<file path="src/rtl/taxi_pkg.sv">
// taxi_pkg: shared types and constants for the taxi fare codebase
package taxi_pkg;
    localparam int FEE_W = 16;
    localparam int BCD_W = 4;
    localparam logic [FEE_W-1:0] FEE_MAX_DEF = 16'd9999;
    typedef enum logic [1:0] {FREE = 2'd0, CHARGE = 2'd1, FULL = 2'd2} wait_state_t;
endpackage

</file>
<file path="src/rtl/bcd_cnt2.sv">
// bcd_cnt2: two-digit BCD counter, saturates at 99, sync clear
module bcd_cnt2
    import taxi_pkg::*;
(
    input  logic             clk,
    input  logic             rst_n,
    input  logic             clr,
    input  logic             inc,
    output logic [BCD_W-1:0] ones,
    output logic [BCD_W-1:0] tens
);
    logic at_max;
    assign at_max = (ones == 4'd9) && (tens == 4'd9);

    always_ff @(posedge clk or negedge rst_n) begin
        if (!rst_n) begin
            ones <= '0;
            tens <= '0;
        end else if (clr) begin
            ones <= '0;
            tens <= '0;
        end else if (inc && !at_max) begin
            ones <= (ones == 4'd9) ? '0 : ones + 4'd1;
            tens <= (ones == 4'd9) ? tens + 4'd1 : tens;
        end
    end
endmodule

</file>
<file path="src/rtl/wait_fee_acc.sv">
// wait_fee_acc: turns minute square wave into ticks, counts waiting minutes
// in BCD and accumulates a saturating waiting fee after a free allowance
module wait_fee_acc
    import taxi_pkg::*;
#(
    parameter logic [7:0]       FREE_MIN = 8'd3,
    parameter logic [FEE_W-1:0] WAIT_FEE = 16'd10,
    parameter logic [FEE_W-1:0] FEE_MAX  = FEE_MAX_DEF
) (
    input  logic             clk,
    input  logic             rst_n,
    input  logic             min_pulse,
    input  logic             en,
    input  logic             clr,
    input  logic             max_in,
    output logic             minute_tick,
    output logic [BCD_W-1:0] min_ones,
    output logic [BCD_W-1:0] min_tens,
    output logic [FEE_W-1:0] wait_fee,
    output logic             wait_max
);
    localparam wait_state_t INIT_ST = (FREE_MIN == 8'd0) ? CHARGE : FREE;

    wait_state_t      state;
    logic             pulse_d;
    logic [7:0]       free_cnt;
    logic             rise;
    logic             acc;
    logic [FEE_W:0]   sum;

    assign rise = min_pulse & ~pulse_d;
    assign acc  = rise & en & ~max_in & ~clr & (state != FULL);
    assign sum  = {1'b0, wait_fee} + {1'b0, WAIT_FEE};

    always_ff @(posedge clk or negedge rst_n) begin
        if (!rst_n) begin
            pulse_d     <= 1'b0;
            minute_tick <= 1'b0;
            free_cnt    <= '0;
            wait_fee    <= '0;
            wait_max    <= 1'b0;
            state       <= INIT_ST;
        end else begin
            pulse_d     <= min_pulse;
            minute_tick <= acc;
            if (clr) begin
                free_cnt <= '0;
                wait_fee <= '0;
                wait_max <= 1'b0;
                state    <= INIT_ST;
            end else if (acc) begin
                case (state)
                    FREE: begin
                        free_cnt <= free_cnt + 8'd1;
                        if (free_cnt + 8'd1 == FREE_MIN)
                            state <= CHARGE;
                    end
                    CHARGE: begin
                        // Widened sum so the ceiling compare cannot wrap
                        if (sum >= {1'b0, FEE_MAX}) begin
                            wait_fee <= FEE_MAX;
                            wait_max <= 1'b1;
                            state    <= FULL;
                        end else begin
                            wait_fee <= sum[FEE_W-1:0];
                        end
                    end
                    default: ;
                endcase
            end
        end
    end

    bcd_cnt2 u_min (
        .clk  (clk),
        .rst_n(rst_n),
        .clr  (clr),
        .inc  (acc),
        .ones (min_ones),
        .tens (min_tens)
    );
endmodule

</file>
<file path="config.mk">
export PLATFORM = sky130hd
export DESIGN_NAME = wait_fee_acc
export DESIGN_NICKNAME = d
export VERILOG_FILES = /design/src/rtl/taxi_pkg.sv /design/src/rtl/bcd_cnt2.sv /design/src/rtl/wait_fee_acc.sv
export SDC_FILE = /design/constraint.sdc
export NUM_CORES = 1
export LEC_CHECK = 0
export CELL_PAD_IN_SITES_DETAIL_PLACEMENT = 0
export CELL_PAD_IN_SITES_GLOBAL_PLACEMENT = 2
export CORE_ASPECT_RATIO = 0.9
export CORE_MARGIN = 2
export CORE_UTILIZATION = 30
export DETAILED_ROUTE_END_ITERATION = 6
export HOLD_SLACK_MARGIN = 0.15
export PLACE_DENSITY = 0.84
export SYNTH_ARGS = -nofsm -noshare
export SYNTH_HDL_FRONTEND = slang
export SYNTH_HIERARCHICAL = 1
export SYNTH_SLANG_ARGS = --single-unit
</file>
<file path="constraint.sdc">
create_clock -name clk -period 2.3 [get_ports clk]
set_input_delay 0.23 -clock clk [delete_from_list [all_inputs] [get_ports clk]]
set_output_delay 0.23 -clock clk [all_outputs]
set_load 0.03 [all_outputs]
</file>
# After elaboration in Yosys (flattened, before gate mapping)
# Cells that the tools add are included.
# Widths: inputs -> output; s select.
# totals
regBits	37
latchBits	0
ram_bits	0
romBits	0
output_inout_bits	26
mem_count	0
# op_classes
n_addsub	4
mul	0
n_div	0
magnitude_cmp	1
n_eq_ne	7
n_shift	0
muxes	22
bitwise_logic	8
reduce_logical	16
# ops
op	n
$mux 16	4
$mux 4	6
$mux 8	3
$add 16x4->17 const B	1
$ge 17x14->1 const B	1
$reduce_bool 2->1	6
$add 4x1->4 const B	2
$add 8x1->8 const B	1
$eq 4x4->1 const B	2
$eq 8x2->1 const B	1
$mux 2	4
$ne 3x3->1 const B	2
$reduce_and 2->1	3
$and 1x1->1	5
$mux 1	4
$pmux 2 s2	1
$reduce_and 4->1	1
$not 1->1	3
$reduce_and 3->1	1
$reduce_bool 3->1	1
$eq 2x1->1 const B	1
$logic_and 1x1->1	2
$logic_not 2->1	1
$ne 2x2->1 const B	1
$logic_not 1->1	1

# Logic depth before layout (Yosys ltp)
# depth
ltp_word	9
depth_mapped	8

# Cells and area by module
# Netlist, hierarchy kept.
# by_module_without_submodules
module	instances	cells_each	area_each_um2	seq_area_each_um2
wait_fee_acc	1	218	1879.3	725.7
bcd_cnt2	1	52	504.2	200.2

# Worst setup path before layout
# Ideal clock, no wire load.
# synth_path
kind	register to register
start	register wait_fee[4]
end	register wait_fee[11]
setup_ns	0.078
t_arrival_ns	2.358
required_time_ns	2.222
path_slack_ns	-0.136
path_stages_with_launch	9
path_buffers	2
period_less_slack_ns	2.436
path_cell_list	dfrtp_1 -> buf_4 -> nand4_2 -> or4_1 -> buf_2 -> xnor2_2 -> o2111a_4 -> or3_1 -> a21oi_1
# synth_between
elab_chain_len	6
# synth_rtl
element	line	rtl
start, declared	wait_fee_acc.sv:19	output logic [FEE_W-1:0] wait_fee,
start signal, assigned	wait_fee_acc.sv:65	wait_fee <= sum[FEE_W-1:0];
$add 16x4->17 *	wait_fee_acc.sv:33	assign sum = {1'b0, wait_fee} + {1'b0, WAIT_FEE};
$ge 17x14->1	wait_fee_acc.sv:60	if (sum >= {1'b0, FEE_MAX}) begin
$mux 16 *	wait_fee_acc.sv:60	
$mux 16 *	wait_fee_acc.sv:52	case (state)
$mux 16 *	wait_fee_acc.sv:51	end else if (acc) begin
$mux 16 *	wait_fee_acc.sv:46	if (clr) begin
# Mark *: on every way between the ends. The rest lies on a longest branch, timed or not. The select of a mux whose other input is x is not followed.
# A chain may end at the register's enable or synchronous reset.

# Worst setup path after layout
# layout_path
start	register wait_fee[2]
end	register wait_fee[11]
# Same word-level chain as after synthesis.

==> flow_metrics.tcl <==
set metrics [dict create \
    synth-async-reset-ratio_pct 100 \
    grt_max_degree 25 \
    clkLatencyLatePin_ns 0.30 \
    ys_warn_count 6 \
    p_per_area_nw_per_um2 387 \
    rows 30 \
    diodes 0 \
    wl_per_cell_um 15.0 \
    cts_buffers 5 \
    vias 2248 \
    synthFlopType "dfrtp_1" \
    outcome "complete, no violations" \
    grt_util_met1_pct 21.4 \
    slew_headroom_pct 62.0 \
    dp_hpwl_um 4530 \
    finalCritPeriodShare_pct 97.6 \
    route.detailed.drc 0 \
    p_leak_nw 1.29 \
    start_util_pct 31.3 \
    cp.required_ns 2.53 \
    grt_pass1_wl_um 10800 \
    io_buffers 31 \
    final-hold-violation-count 0 \
    ios 32 \
    synth_edf_count 0 \
    drive_gt1_share_pct 20.5 \
    grt_pass1_vias 2172 \
    fillers 777 \
    yosysUniqueCellTypes 61 \
    worstSetupPathType "flop to flop" \
    ys_seq_area_share_pct 38.8 \
    start_kind "flop" \
    worst_clock_skew_ns 0.00586 \
    gr-usage-met2_pct 24.9 \
    grt_util_met3_pct 4.34 \
    core_area_sq_um 7620 \
    stdcell_count 423 \
    worst-path-max-fanout 7 \
    ys_ff_latch 37 \
    rsz0062_at_grt "false" \
    drtIter0Drc 85 \
    min_path_type "primary input to flop" \
    maxSlewViolCount 0 \
    hold_slack_ns 0.391 \
    maxCapViolCount 0 \
    period_needed_ns 2.25 \
    htreeDepth 2 \
    avgSynthCellArea_sq_um 8.83 \
    clockBufferDepth 2 \
    cts_root_buf "clkbuf_8" \
    dieArea_sq_um 8670 \
    antenna_left 0 \
    cts_tree "done" \
    setup_viol 0 \
    grt-ovfl-total 0 \
    wirelength_um 6330 \
    tns_ns 0 \
    antenna_found_initial 0 \
    synthCells 270 \
    synth_area_sq_um 2380 \
    cp-end-kind "flop" \
    grt_busiest_layer "met2" \
    avgViaCountPerCell 5.31 \
    clk_pin_slew_ns 0.08 \
    die_w_um 98.0 \
    syn_nets 284 \
    area.growth.synth_to_final_pct 30.8 \
    worst_slew_pin_slew_ns 0.571 \
    drt_first_pass_iters 4 \
    fmax_mhz 445 \
    grt.total_usage_pct 15.6 \
    ir_worst_vdd_v 0.000202 \
    nNetsFinal 340 \
    place_congestion 0.859 \
    worstPathArrival_ns 2.47 \
    placedCellCount 410 \
    cts.sinks 37 \
    die_h_um 88.6 \
]
[state kept, by name, summed over array words and instances, names as in the netlist]
signal,cells
minute_tick,1
free_cnt,8
u_min/ones,4
wait_fee,16
pulse_d,1
wait_max,1
u_min/tens,4
state,2
[area by class of cell]
class | instances | area [sq um] | share of cell area (%)
repair buffers | 62 | 541 | 17.3
multi-input cells | 206 | 1380 | 44.4
inverters | 14 | 52.6 | 1.69
clock inverters | 3 | 17.5 | 0.562
clock buffers | 5 | 68.8 | 2.21
flip-flops and latches | 37 | 935 | 30.0
well taps | 96 | 120 | 3.85
[critical path, stage by stage, from the launching register on]
cell and delay [ns]:
dfrtp_2 0.46, ha_4 0.18, buf_4 0.14, nor2b_1 0.12, o31ai_1 0.29, a21oi_2 0.12, o2111a_4 0.35, or3_1 0.38
a21oi_1 0.12
[through the flow]
stage	worst slack (ns)	instance area (sq um)	utilization (%)	total power, mW
after CTS	0.0752	3060	40.1	1.23
after global placement	0.0822	2960	38.9	0.755
after floorplan	0.00148	2410	-	0.708
final	0.0542	3120	40.9	1.21
after global routing	0.00239	3120	40.9	1.27
after detailed placement	0.0107	2960	38.9	0.756
[power by group]
group          internal [mW]  switching [mW]  leakage, nW
Sequential             0.655         0.00801        0.502
Combinational         0.0313          0.0502        0.743
Clock                  0.209           0.253       0.0439
[metal layers]
metal | share of wire [%] | routed length [um] | vias to the layer above
li1 | - | - | 1110
met1 | 50 | 3160 | 1089
met2 | 45 | 2840 | 40
met3 | 4.1 | 260 | 9
met4 | 1.1 | 72 | 0
met5 | 0 | 0 | -
[repair_timing]
action	in CTS	in global routing
endpoints found under the hold margin	22	0
gates resized for setup	0	6
buffers inserted	0	4
hold buffers	1	0
setup endpoints to repair	0	10
[cells in the mapped netlist (all sizes together) (2+ instances only)]
library cell	count	area share, %
ha	8	4.2
nor4	4	1.0
o21ai	22	4.6
dfrtp	37	39
or3	4	1.0
xnor2	6	2.5
nand4	9	2.6
or4	2	0.63
nor3	11	2.3
a211oi	4	1.9
o21bai	2	0.63
nand3	15	3.1
a31oi	7	1.8
o31ai	2	0.63
a21oi	20	4.2
nand4b	2	1.4
nand3b	2	0.63
buf	6	1.4
nand2b	4	1.0
nor2b	2	0.52
o211a	2	0.84
nor2	21	3.6
and3b	2	0.74
inv	13	2.0
mux2	2	0.94
and3	4	1.0
nand2	24	3.8
clkbuf	7	1.1
and2	2	0.52
[cell families after synthesis]
logic type	count (synthesis)	share of synthesized area [%]
simple gates	111	25.2
xor+xnor	6	2.52
mux	2	0.945
fa+ha+maj	8	4.20
flops	37	38.8
compound gates	79	23.5
buf+inv	27	4.72
[final timing paths]
kind                       depth (start not counted)   startpoint  slack (ns)             to
setup / recovery                                   8  wait_fee[2]        0.05   wait_fee[11]
hold / removal                                     1    min_pulse        0.39        pulse_d
setup reg to reg                                   8  wait_fee[2]        0.05   wait_fee[11]
hold reg to reg                                    2  wait_fee[0]        0.56    wait_fee[0]
max in group asynchronous                          3        rst_n        1.21  u_min/tens[3]
min in group asynchronous                          2        rst_n        0.46    wait_fee[2]
[layout by cell type, fill, tap and decap left out, types with 2 or more instances in the layout]
cell	n
dfrtp_1	30
clkdlybuf4s50_1	30
buf_4	30
nand2_1	24
o21ai_0	21
nor2_1	20
a21oi_1	18
nand3_1	15
inv_1	13
nor3_1	11
nand4_1	8
a31oi_1	7
ha_1	7
dfrtp_2	7
xnor2_1	5
clkbuf_8	5
nand2b_1	4
nor4_1	4
and3_1	4
or3_1	4
a211oi_2	3
o211a_1	2
a21oi_2	2
mux2_2	2
and2_1	2
nor2b_1	2
o31ai_1	2
o21bai_1	2
clkinv_2	2
and3b_1	2
nand3b_1	2
Note: power is estimated with default switching activity, not from simulation.
